`config.mk`:
```
export PLATFORM = sky130hd
export DESIGN_NAME = mips_multicycle_control
export DESIGN_NICKNAME = d
export VERILOG_FILES = /design/src/rtl/mips_multicycle_control_pkg.sv /design/src/rtl/mips_multicycle_control.sv
export SDC_FILE = /design/constraint.sdc
export NUM_CORES = 1
export LEC_CHECK = 0
export CORE_MARGIN = 2
export CORE_UTILIZATION = 40
export DETAILED_ROUTE_END_ITERATION = 16
export PLACE_DENSITY = 0.79
export SLEW_MARGIN = 10
export SYNTH_ARGS = -nofsm -noshare
export SYNTH_HDL_FRONTEND = slang
export SYNTH_SLANG_ARGS = --single-unit
```
`constraint.sdc`:
```
create_clock -name clk -period 2.9 [get_ports clk]
set_input_delay 0.87 -clock clk [delete_from_list [all_inputs] [get_ports clk]]
set_output_delay 0.87 -clock clk [all_outputs]
set_load 0.02 [all_outputs]
```
`src/rtl/mips_multicycle_control_pkg.sv`:
```
// mips_multicycle_control_pkg: state encodings, opcodes and datapath select codes shared by control, ALU control and benches.
package mips_multicycle_control_pkg;
  typedef enum logic [3:0] {
    S_RESET     = 4'd0,
    S_FETCH     = 4'd1,
    S_DECODE    = 4'd2,
    S_MEM_ADDR  = 4'd3,
    S_MEM_READ  = 4'd4,
    S_MEM_WB    = 4'd5,
    S_MEM_WRITE = 4'd6,
    S_EXECUTE   = 4'd7,
    S_ALU_WB    = 4'd8,
    S_BRANCH    = 4'd9,
    S_JUMP      = 4'd10,
    S_ADDI_EX   = 4'd11,
    S_ADDI_WB   = 4'd12
  } state_t;
  localparam logic [5:0] OP_RTYPE = 6'b000000;
  localparam logic [5:0] OP_J     = 6'b000010;
  localparam logic [5:0] OP_BEQ   = 6'b000100;
  localparam logic [5:0] OP_ADDI  = 6'b001000;
  localparam logic [5:0] OP_LW    = 6'b100011;
  localparam logic [5:0] OP_SW    = 6'b101011;
  localparam logic [1:0] SRCB_B      = 2'b00;
  localparam logic [1:0] SRCB_FOUR   = 2'b01;
  localparam logic [1:0] SRCB_IMM    = 2'b10;
  localparam logic [1:0] SRCB_IMM_SH = 2'b11;
  localparam logic [1:0] ALU_ADD   = 2'b00;
  localparam logic [1:0] ALU_SUB   = 2'b01;
  localparam logic [1:0] ALU_FUNCT = 2'b10;
  localparam logic [1:0] PC_ALU    = 2'b00;
  localparam logic [1:0] PC_ALUOUT = 2'b01;
  localparam logic [1:0] PC_JUMP   = 2'b10;
  function automatic logic is_legal(input logic [5:0] op);
    return op == OP_RTYPE || op == OP_J || op == OP_BEQ || op == OP_ADDI || op == OP_LW || op == OP_SW;
  endfunction
endpackage

```
`src/rtl/mips_multicycle_control.sv`:
```
// mips_multicycle_control: main FSM of the multicycle MIPS datapath, outputs decoded from state plus opcode/mem_ready.
module mips_multicycle_control
  import mips_multicycle_control_pkg::*;
(
  input  logic       clk,
  input  logic       rst_n,
  input  logic [5:0] opcode,
  input  logic       mem_ready,
  output logic       pc_write,
  output logic       pc_write_cond,
  output logic       i_or_d,
  output logic       mem_read,
  output logic       mem_write,
  output logic       ir_write,
  output logic       mem_to_reg,
  output logic       reg_dst,
  output logic       reg_write,
  output logic       alu_src_a,
  output logic [1:0] alu_src_b,
  output logic [1:0] alu_op,
  output logic [1:0] pc_source,
  output logic       illegal_op
);
  state_t state, next;
  always_ff @(posedge clk or negedge rst_n)
    if (!rst_n) state <= S_RESET;
    else state <= next;
  always_comb begin
    next = S_RESET;
    case (state)
      S_RESET:     next = S_FETCH;
      S_FETCH:     next = mem_ready ? S_DECODE : S_FETCH;
      S_DECODE:
        case (opcode)
          OP_LW, OP_SW: next = S_MEM_ADDR;
          OP_RTYPE:     next = S_EXECUTE;
          OP_BEQ:       next = S_BRANCH;
          OP_J:         next = S_JUMP;
          OP_ADDI:      next = S_ADDI_EX;
          default:      next = S_FETCH;
        endcase
      S_MEM_ADDR:  next = (opcode == OP_SW) ? S_MEM_WRITE : S_MEM_READ;
      S_MEM_READ:  next = mem_ready ? S_MEM_WB : S_MEM_READ;
      S_MEM_WRITE: next = mem_ready ? S_FETCH : S_MEM_WRITE;
      S_EXECUTE:   next = S_ALU_WB;
      S_ADDI_EX:   next = S_ADDI_WB;
      S_MEM_WB, S_ALU_WB, S_BRANCH, S_JUMP, S_ADDI_WB: next = S_FETCH;
      default:     next = S_RESET;
    endcase
  end
  always_comb begin
    pc_write      = 1'b0;
    pc_write_cond = 1'b0;
    i_or_d        = 1'b0;
    mem_read      = 1'b0;
    mem_write     = 1'b0;
    ir_write      = 1'b0;
    mem_to_reg    = 1'b0;
    reg_dst       = 1'b0;
    reg_write     = 1'b0;
    alu_src_a     = 1'b0;
    alu_src_b     = SRCB_B;
    alu_op        = ALU_ADD;
    pc_source     = PC_ALU;
    illegal_op    = 1'b0;
    case (state)
      S_FETCH: begin
        mem_read  = 1'b1;
        alu_src_b = SRCB_FOUR;
        ir_write  = mem_ready;
        pc_write  = mem_ready;
      end
      S_DECODE: begin
        alu_src_b  = SRCB_IMM_SH;
        illegal_op = !is_legal(opcode);
      end
      S_MEM_ADDR, S_ADDI_EX: begin
        alu_src_a = 1'b1;
        alu_src_b = SRCB_IMM;
      end
      S_MEM_READ: begin
        mem_read = 1'b1;
        i_or_d   = 1'b1;
      end
      S_MEM_WB: begin
        mem_to_reg = 1'b1;
        reg_write  = 1'b1;
      end
      S_MEM_WRITE: begin
        mem_write = 1'b1;
        i_or_d    = 1'b1;
      end
      S_EXECUTE: begin
        alu_src_a = 1'b1;
        alu_op    = ALU_FUNCT;
      end
      S_ALU_WB: begin
        reg_dst   = 1'b1;
        reg_write = 1'b1;
      end
      S_BRANCH: begin
        alu_src_a     = 1'b1;
        alu_op        = ALU_SUB;
        pc_write_cond = 1'b1;
        pc_source     = PC_ALUOUT;
      end
      S_JUMP: begin
        pc_write  = 1'b1;
        pc_source = PC_JUMP;
      end
      S_ADDI_WB: reg_write = 1'b1;
      default: ;
    endcase
  end
endmodule
```
[After elaboration in Yosys (flattened, before gate mapping)]
Cells that the tools add are included.
Storage, ports and cells
  bits of input ports: 9
  word-level logic and storage cells: 53
  output and inout port bits: 17
  register bits: 4
Cells by class
  mux-type cells: 20
  reductions and logical operators: 15
  equal/unequal tests: 17
Operators by type and width (count)
  $pmux W4 S8: 1
  $eq A4 B4 Y1 const B: 5
  $pmux W4 S5: 1
  $eq A4 B3 Y1 const B: 4
  $eq A6 B6 Y1 const B: 2
  $mux W1: 11
  $eq A4 B2 Y1 const B: 2
  $pmux W2 S2: 2
  $reduce_or A2 Y1: 4
  $eq A6 B2 Y1 const B: 1
  $eq A6 B3 Y1 const B: 1
  $eq A6 B4 Y1 const B: 1
  $logic_not A6 Y1: 1
  $pmux W2 S3: 1
  $reduce_or A6 Y1: 1
  $logic_or A1 B1 Y1: 5
  $eq A4 B1 Y1 const B: 1
  $logic_not A4 Y1: 1
  $mux W2: 2
  $reduce_or A4 Y1: 1
  $mux W3: 1
  $reduce_or A3 Y1: 1
  $pmux W1 S2: 1
  $logic_not A1 Y1: 1

[Logic depth before layout (Yosys ltp)]
Gate-level depths: netlist (run 1).
  depth in word-level cells: 8
  depth in mapped cells: 5
  mapped depth without buffers: 4

[Worst setup path after synthesis (run 1)]
No wires, ideal clock.
  path type: input-to-output
  start: input opcode[1]
  end: output illegal_op
  path slack: 0.293 ns
  path buffers: 1
  stages: 4
  arrival time: 1.737 ns
  cell sequence: clkbuf_1 -> a2111o_1 -> a21oi_1 -> nor3_1
Between the ends
  cells in the longest elaborated chain, start to end: 8
Ends and longest elaborated chain
  start, declared: line mips_multicycle_control.sv:7  | input logic [5:0] opcode,
  $eq A6 B2 Y1 or $logic_not A6 Y1 (tied branches): line mips_multicycle_control_pkg.sv:35  | return op == OP_RTYPE || op == OP_J || op == OP_BEQ || op == OP_ADDI || op == OP_LW || op == OP_SW;
  $logic_or A1 B1 Y1 (4 in series): line mips_multicycle_control_pkg.sv:35
  $logic_or A1 B1 Y1 (*): line mips_multicycle_control_pkg.sv:35
  $logic_not A1 Y1 (*): line mips_multicycle_control.sv:75  | illegal_op = !is_legal(opcode);
  $mux W1 (*): line mips_multicycle_control.sv:66  | case (state)
  end, declared: line mips_multicycle_control.sv:22  | output logic illegal_op
Every way passes the cells marked *; elsewhere a longest branch is shown, timed or not.

[Final worst setup path (run 1)]
  start: input opcode[3]
  end: output illegal_op
Same word-level chain as after synthesis.

==> impl_metrics.toml, run 1 <==
[clock_network]
ctsRootBufferMaster = "clkbuf_4"
clk_transition_reported_paths_ns = 0.04
cts_buffer_depth = 2
clock_tree_from_tritoncts = "yes"
cts_num_sinks = 4
cts-htree-levels = 1
insertion_delay_ns = 0.24
cts_made_buffers = 3

[die]
die-height_um = 40.2
io_pins = 26
placement_rows = 13
die-area_um2 = 1620
die-width_um = 40.2
fp.coreArea_um2 = 1270
initial_core_util_pct = 41.3

[critical_path]
startpoint_type = "primary input"
critical-path-slowest-cell = "or4_4"
rr_endpoint = "state[1]"
cp-end-kind = "output port"
reg2reg_setup_slack_ns = 1.46
reg2reg_depth = 4
path_depth = 5
crit_fanout = 3
crit_buf_inv = 2
cp_data_required_time_ns = 2.03
crit_path_cell_trace = "clkdlybuf4s15_1, or4_4, nor3b_4, nor3_2, buf_4"
rr_startpoint = "state[0]"
critical_path.top_delay_family = "simple AND/OR/NAND/NOR gates"
worstPathArrival_ns = 1.96
setup.worst_path.class = "in -> out"
crit_start = "opcode[3]"
critPathCapture = "illegal_op"
crit_path_max_incr_delay_ns = 0.45

[logic_synthesis]
number_of_different_library_cells_in_the_post_synthesis_netlist = 31
ys_ff_latch = 4
postSynth.asyncResetShare_pct = 100
ys.warnings.count = 0
synthesis.area_um2 = 524
synth_sequential_area_ratio_pct = 19.1
syn_area_per_cell_um2 = 7.08
synthesis.instances = 74
synth_edf_count = 0
ys.flop_type = "dfrtp_1"
synth.net_count = 83

[sta]
hold_worst_slack_ns = 0.725
fmax_ghz = 0.353
report.final.setup_viol = 0
hold_violation_count_in_the_final_report = 0
fin_worst_skew_ns = 0.000701
final_max_slew_viol_count = 0
timing_worst_slew_pin_value_ns = 0.263
unrepaired_setup_endpoints_after_global_routing = "no"
timing.final.crit_share_pct = 97.7
finalWorstPathRequiredPeriod_ns = 2.83
relative_slew_slack_pct = 82.5

[global_routing]
grt_util_all_layers_pct = 23.7
antenna_violations_before_repair = 0
globalRoute.totalOverflow = 0
global_route_wire_length_before_repair_um = 2500
grt_max_degree = 19
number_of_global_route_vias_before_repair = 609

[layout]
final_net_count = 126
fill_cell_instance_count_of_the_final_layout = 95
drive_gt1_share_pct = 30.4
largest-register = "state"
area_growth_pct = 76.4
reg.largest.list = "state (4)"
final_util_pct = 72.9
final_area_um2 = 925
largest_register_ffs = 4
antenna-diode-count = 0
stdcell_count = 130

[routing]
drt-pass1-iter-count = 4
vias = 710
ant_nets = 0
wire_per_inst_um = 12.7
drt-total-wl_um = 1660
post_drt_via_cell_ratio = 5.46
drc = 0
drt_iter0_drc = 32

[placement]
place.gp.congestion = 0.807
place.port_buffers = 25
dpl-instance-area_um2 = 875
placed_cells_incl_taps = 123
post-dp-hpwl_um = 1190

[status]
status = "completed"

[worst_hold_path]
hold_depth = 4
hold_class = "reg -> reg"

[run]
maxCapViolCount = 0

[power]
irDropWorstVdd_mv = 0.383
power.density_nw_per_um2 = 739
leak_nw = 0.395
[worst min path at each step]
| stage | from | endpoint | slack, ns |
|---|---|---|---|
| floorplan | rst_n | state[0] | 0.57 |
| global placement | state[3] | state[1] | 0.69 |
| detailed placement | state[3] | state[1] | 0.72 |
| CTS | state[3] | state[1] | 0.73 |
| global route | state[0] | state[1] | 0.76 |
| finish | state[3] | state[1] | 0.73 |
[metrics by stage]
stage | total power [mW] | TNS [ns] | worst slack [ns]
finish | 0.683 | 0 | 0.0655
global route | 0.725 | 0 | 0.00131
CTS | 0.677 | -0.0309 | -0.0309
global placement | 0.606 | -0.964 | -0.585
detailed placement | 0.614 | -0.988 | -0.632
floorplan | 0.403 | 0 | 0.293
[Yosys cell counts (2+ instances only)]
library cell  number  share of area, %
nand4b_1           2               3.3
nand2b_1           3               3.6
o21ai_0            3               2.9
a21oi_1            4               3.8
buf_4              2               2.9
nand3_1            4               3.8
xnor2_1            2               3.3
a31oi_1            2               2.4
dfrtp_1            4                19
clkbuf_1           4               2.9
inv_1              2               1.4
a21boi_0           2               2.9
nor2_1            11               7.9
nand2_1            5               3.6
nor3_1             8               7.6
[where the power goes]
group	internal, mW	total [mW]	switching, mW
registers	0.0761	0.0873	0.0112
clock network	0.0465	0.0727	0.0262
logic	0.237	0.523	0.286
total	0.359	0.683	0.324
[cell type report]
type	count	area [um2]	share of cell area [%]
repair buffers	46	390	42.2
flip-flops and latches	4	100	10.8
clock buffers	3	22.5	2.44
inverters	2	7.51	0.812
multi-input cells	60	385	41.7
well taps	15	18.8	2.03
[placed cells by master (no fill, tap or decap), types with 2 or more instances in the layout]
cell,count
a21boi_0,2
clkdlybuf4s15_1,2
dlygate4sd2_1,2
clkbuf_4,3
nor2_1,11
clkdlybuf4s50_1,16
dfrtp_1,4
nand3_1,4
clkbuf_2,2
inv_1,2
buf_4,22
nand4b_1,2
nand2_1,5
o21ai_0,3
nand2b_1,3
nor3_1,7
a21oi_1,3
a31oi_1,2
xnor2_1,2
[kinds of logic after synthesis]
kind of cell	count (synthesis)	synth area share (%)
AND/OR/NAND/NOR	41	44.9
AO/OA/AOI/OAI	16	20.8
buffers and inverters	10	10.3
flip-flops	4	19.1
XOR/XNOR	3	5.01
[repair_timing]
| action | in CTS | in global routing |
|---|---|---|
| gates cloned | 0 | 0 |
| hold buffers | 0 | 0 |
| setup buffers | 2 | 2 |
| pin swaps | 5 | 3 |
| endpoints found under the setup margin | 3 | 2 |
| resized for setup | 21 | 5 |
[per-layer routing]
| metal | global-route usage (%) | share of wire, % | up-vias |
|---|---|---|---|
| li1 | - | - | 347 |
| met1 | 28.7 | 41 | 325 |
| met2 | 37.9 | 48 | 31 |
| met3 | 4.44 | 7.2 | 7 |
| met4 | 15.0 | 3.7 | 0 |
| met5 | 0 | 0 | - |
[worst min-delay path: cells and delay by family (launching register included)]
kind / cells / cell delay (ns)
flops: 1 / 0.34
simple gates: 4 / 0.33
Power figures use the tool's default switching activity.
==> run 2: changes to the inputs <==
--- a/config.mk
+++ b/config.mk
@@ -5,10 +5,10 @@
 export SDC_FILE = /design/constraint.sdc
 export NUM_CORES = 1
 export LEC_CHECK = 0
-export CORE_MARGIN = 2
-export CORE_UTILIZATION = 40
+export CORE_AREA = 2 2 39 41
 export DETAILED_ROUTE_END_ITERATION = 16
-export PLACE_DENSITY = 0.79
+export DIE_AREA = 0 0 41 43
+export PLACE_DENSITY = 0.78
 export SLEW_MARGIN = 10
 export SYNTH_ARGS = -nofsm -noshare
 export SYNTH_HDL_FRONTEND = slang
==> impl_metrics.toml, run 2 (synthesis results as in run 1) <==
[status]
status = "completed"

[critical_path]
cp-end-kind = "output port"
reg2reg_setup_slack_ns = 1.45
startpoint_type = "primary input"
crit_fanout = 2
worstPathArrival_ns = 1.96
cp_data_required_time_ns = 2.03
rr_startpoint = "state[0]"
reg2reg_depth = 4
setup.worst_path.class = "in -> out"
rr_endpoint = "state[1]"

[worst_hold_path]
timing.hold.worst_endpoint = "state[2]"
hold_class = "reg -> reg"
hold_depth = 3
hold_start = "state[1]"

[layout]
largest_register_ffs = 4
final_util_pct = 67.9
final_net_count = 131
drive_gt1_share_pct = 33.3
final_area_um2 = 940
largest-register = "state"
fill_cell_instance_count_of_the_final_layout = 135
reg.largest.list = "state (4)"
most_frequent_cells_in_the_layout = "buf_4 (26), clkdlybuf4s50_1 (16), nor2_1 (11)"
area_growth_pct = 79.2
mostFrequentLayoutCell = "buf_4"
antenna-diode-count = 0

[clock_network]
cts_made_buffers = 3
ctsRootBufferMaster = "clkbuf_4"
insertion_delay_ns = 0.23
clk_transition_reported_paths_ns = 0.04
cts_num_sinks = 4
clock_tree_from_tritoncts = "yes"
cts_buffer_depth = 2
cts-htree-levels = 1

[routing]
drt-total-wl_um = 1730
drc = 0
ant_nets = 0
drt-pass1-iter-count = 4
wire_per_inst_um = 12.7
post_drt_via_cell_ratio = 5.49
vias = 747
drt_iter0_drc = 12

[run]
maxCapViolCount = 0

[die]
die-width_um = 41
fp.coreArea_um2 = 1380
initial_core_util_pct = 37.9
placement_rows = 14
die-height_um = 43
die-area_um2 = 1760
io_pins = 26

[sta]
finalWorstPathRequiredPeriod_ns = 2.83
unrepaired_setup_endpoints_after_global_routing = "no"
hold_violation_count_in_the_final_report = 0
timing_worst_slew_pin_value_ns = 0.302
fin_worst_skew_ns = 0.00200
final_max_slew_viol_count = 0
relative_slew_slack_pct = 79.7
fmax_ghz = 0.354
hold_worst_slack_ns = 0.716
timing.final.ws_setup_ns = 0.0716
timing.final.crit_share_pct = 97.5
report.final.setup_viol = 0

[placement]
place.gp.congestion = 0.826
place.port_buffers = 25
dpl-instance-area_um2 = 868
post-dp-hpwl_um = 1100
placement.setup.worst_slack_ns = -0.632

[power]
power.total_mw = 0.667
p_clk_share_pct = 9.7
irDropWorstVdd_mv = 0.302
seqPwrFrac_pct = 13.0
power_report.internal_total_mw = 0.353
power.density_nw_per_um2 = 710
power_frac_comb_pct = 77.3
power.share.switching_pct = 47.0
p_switching_mw = 0.314
leak_nw = 0.417

[global_routing]
grt_max_degree = 19
antenna_violations_before_repair = 0
number_of_global_route_vias_before_repair = 656
grt_util_all_layers_pct = 22.8
globalRoute.totalOverflow = 0
global_route_wire_length_before_repair_um = 2750
## run 2: cell count changes in the layout (fill, tap and decap cells not counted), sizes merged
cell	previous run	this run
buf	23	27
clkbuf	5	8
clkdlybuf4s15	2	1
dlymetal6s2s	1	0
## run 2: what timing repair did
action,CTS,global route
gates resized for setup,13,12
setup buffers,11,0
setup endpoints to repair,3,2
pin swaps,3,2
hold buffers,0,0
## run 2: layout make-up
type / count / area (um2) / share of cell area, %
repair buffers: 51 / 413 / 43.9
clock buffers: 3 / 22.5 / 2.40
well taps: 16 / 20.0 / 2.13
multi-input cells: 60 / 377 / 40.1
flip-flops and latches: 4 / 100 / 10.7
inverters: 2 / 7.51 / 0.799
## run 2: power groups by stage
stage / combinational, mW / sequential (mW) / clock (mW)
finish: 0.516 / 0.0865 / 0.0649
global route: 0.556 / 0.0892 / 0.0721
CTS: 0.511 / 0.0865 / 0.0657
detailed placement: 0.523 / 0.0871 / 0
global placement: 0.518 / 0.0861 / 0
floorplan: 0.313 / 0.0900 / 0
## run 2: routing by layer
layer | GRT usage (%) | wire length [um] | vias to the layer above
met3 | 5.24 | 97 | 7
li1 | - | - | 363
met4 | 10.0 | 55 | 0
met1 | 24.7 | 646 | 347
met2 | 39.1 | 929 | 30
met5 | 0 | 0 | -
## run 2: worst max path at each step
stage	slack, ns	startpoint	cells after the start	end
floorplan	0.29	opcode[1]	4	illegal_op
global placement	-0.59	opcode[5]	5	illegal_op
detailed placement	-0.63	opcode[5]	5	illegal_op
CTS	-0.09	opcode[0]	17	state[0]
global route	0.01	opcode[4]	16	state[0]
finish	0.07	opcode[4]	5	illegal_op
## run 2: stage by stage
step | instances | TNS, ns
2_1_floorplan | 74 | 0
3_3_place_gp | 123 | -0.949
3_5_place_dp | 123 | -1.03
4_1_cts | 137 | -0.160
5_1_grt | 136 | 0
6_report | 136 | 0
## run 2: worst max-delay path, stage by stage
cell	delay, ns
clkbuf_2	0.09
or4_4	0.56
nor3b_4	0.21
nor3_1	0.07
buf_2	0.16
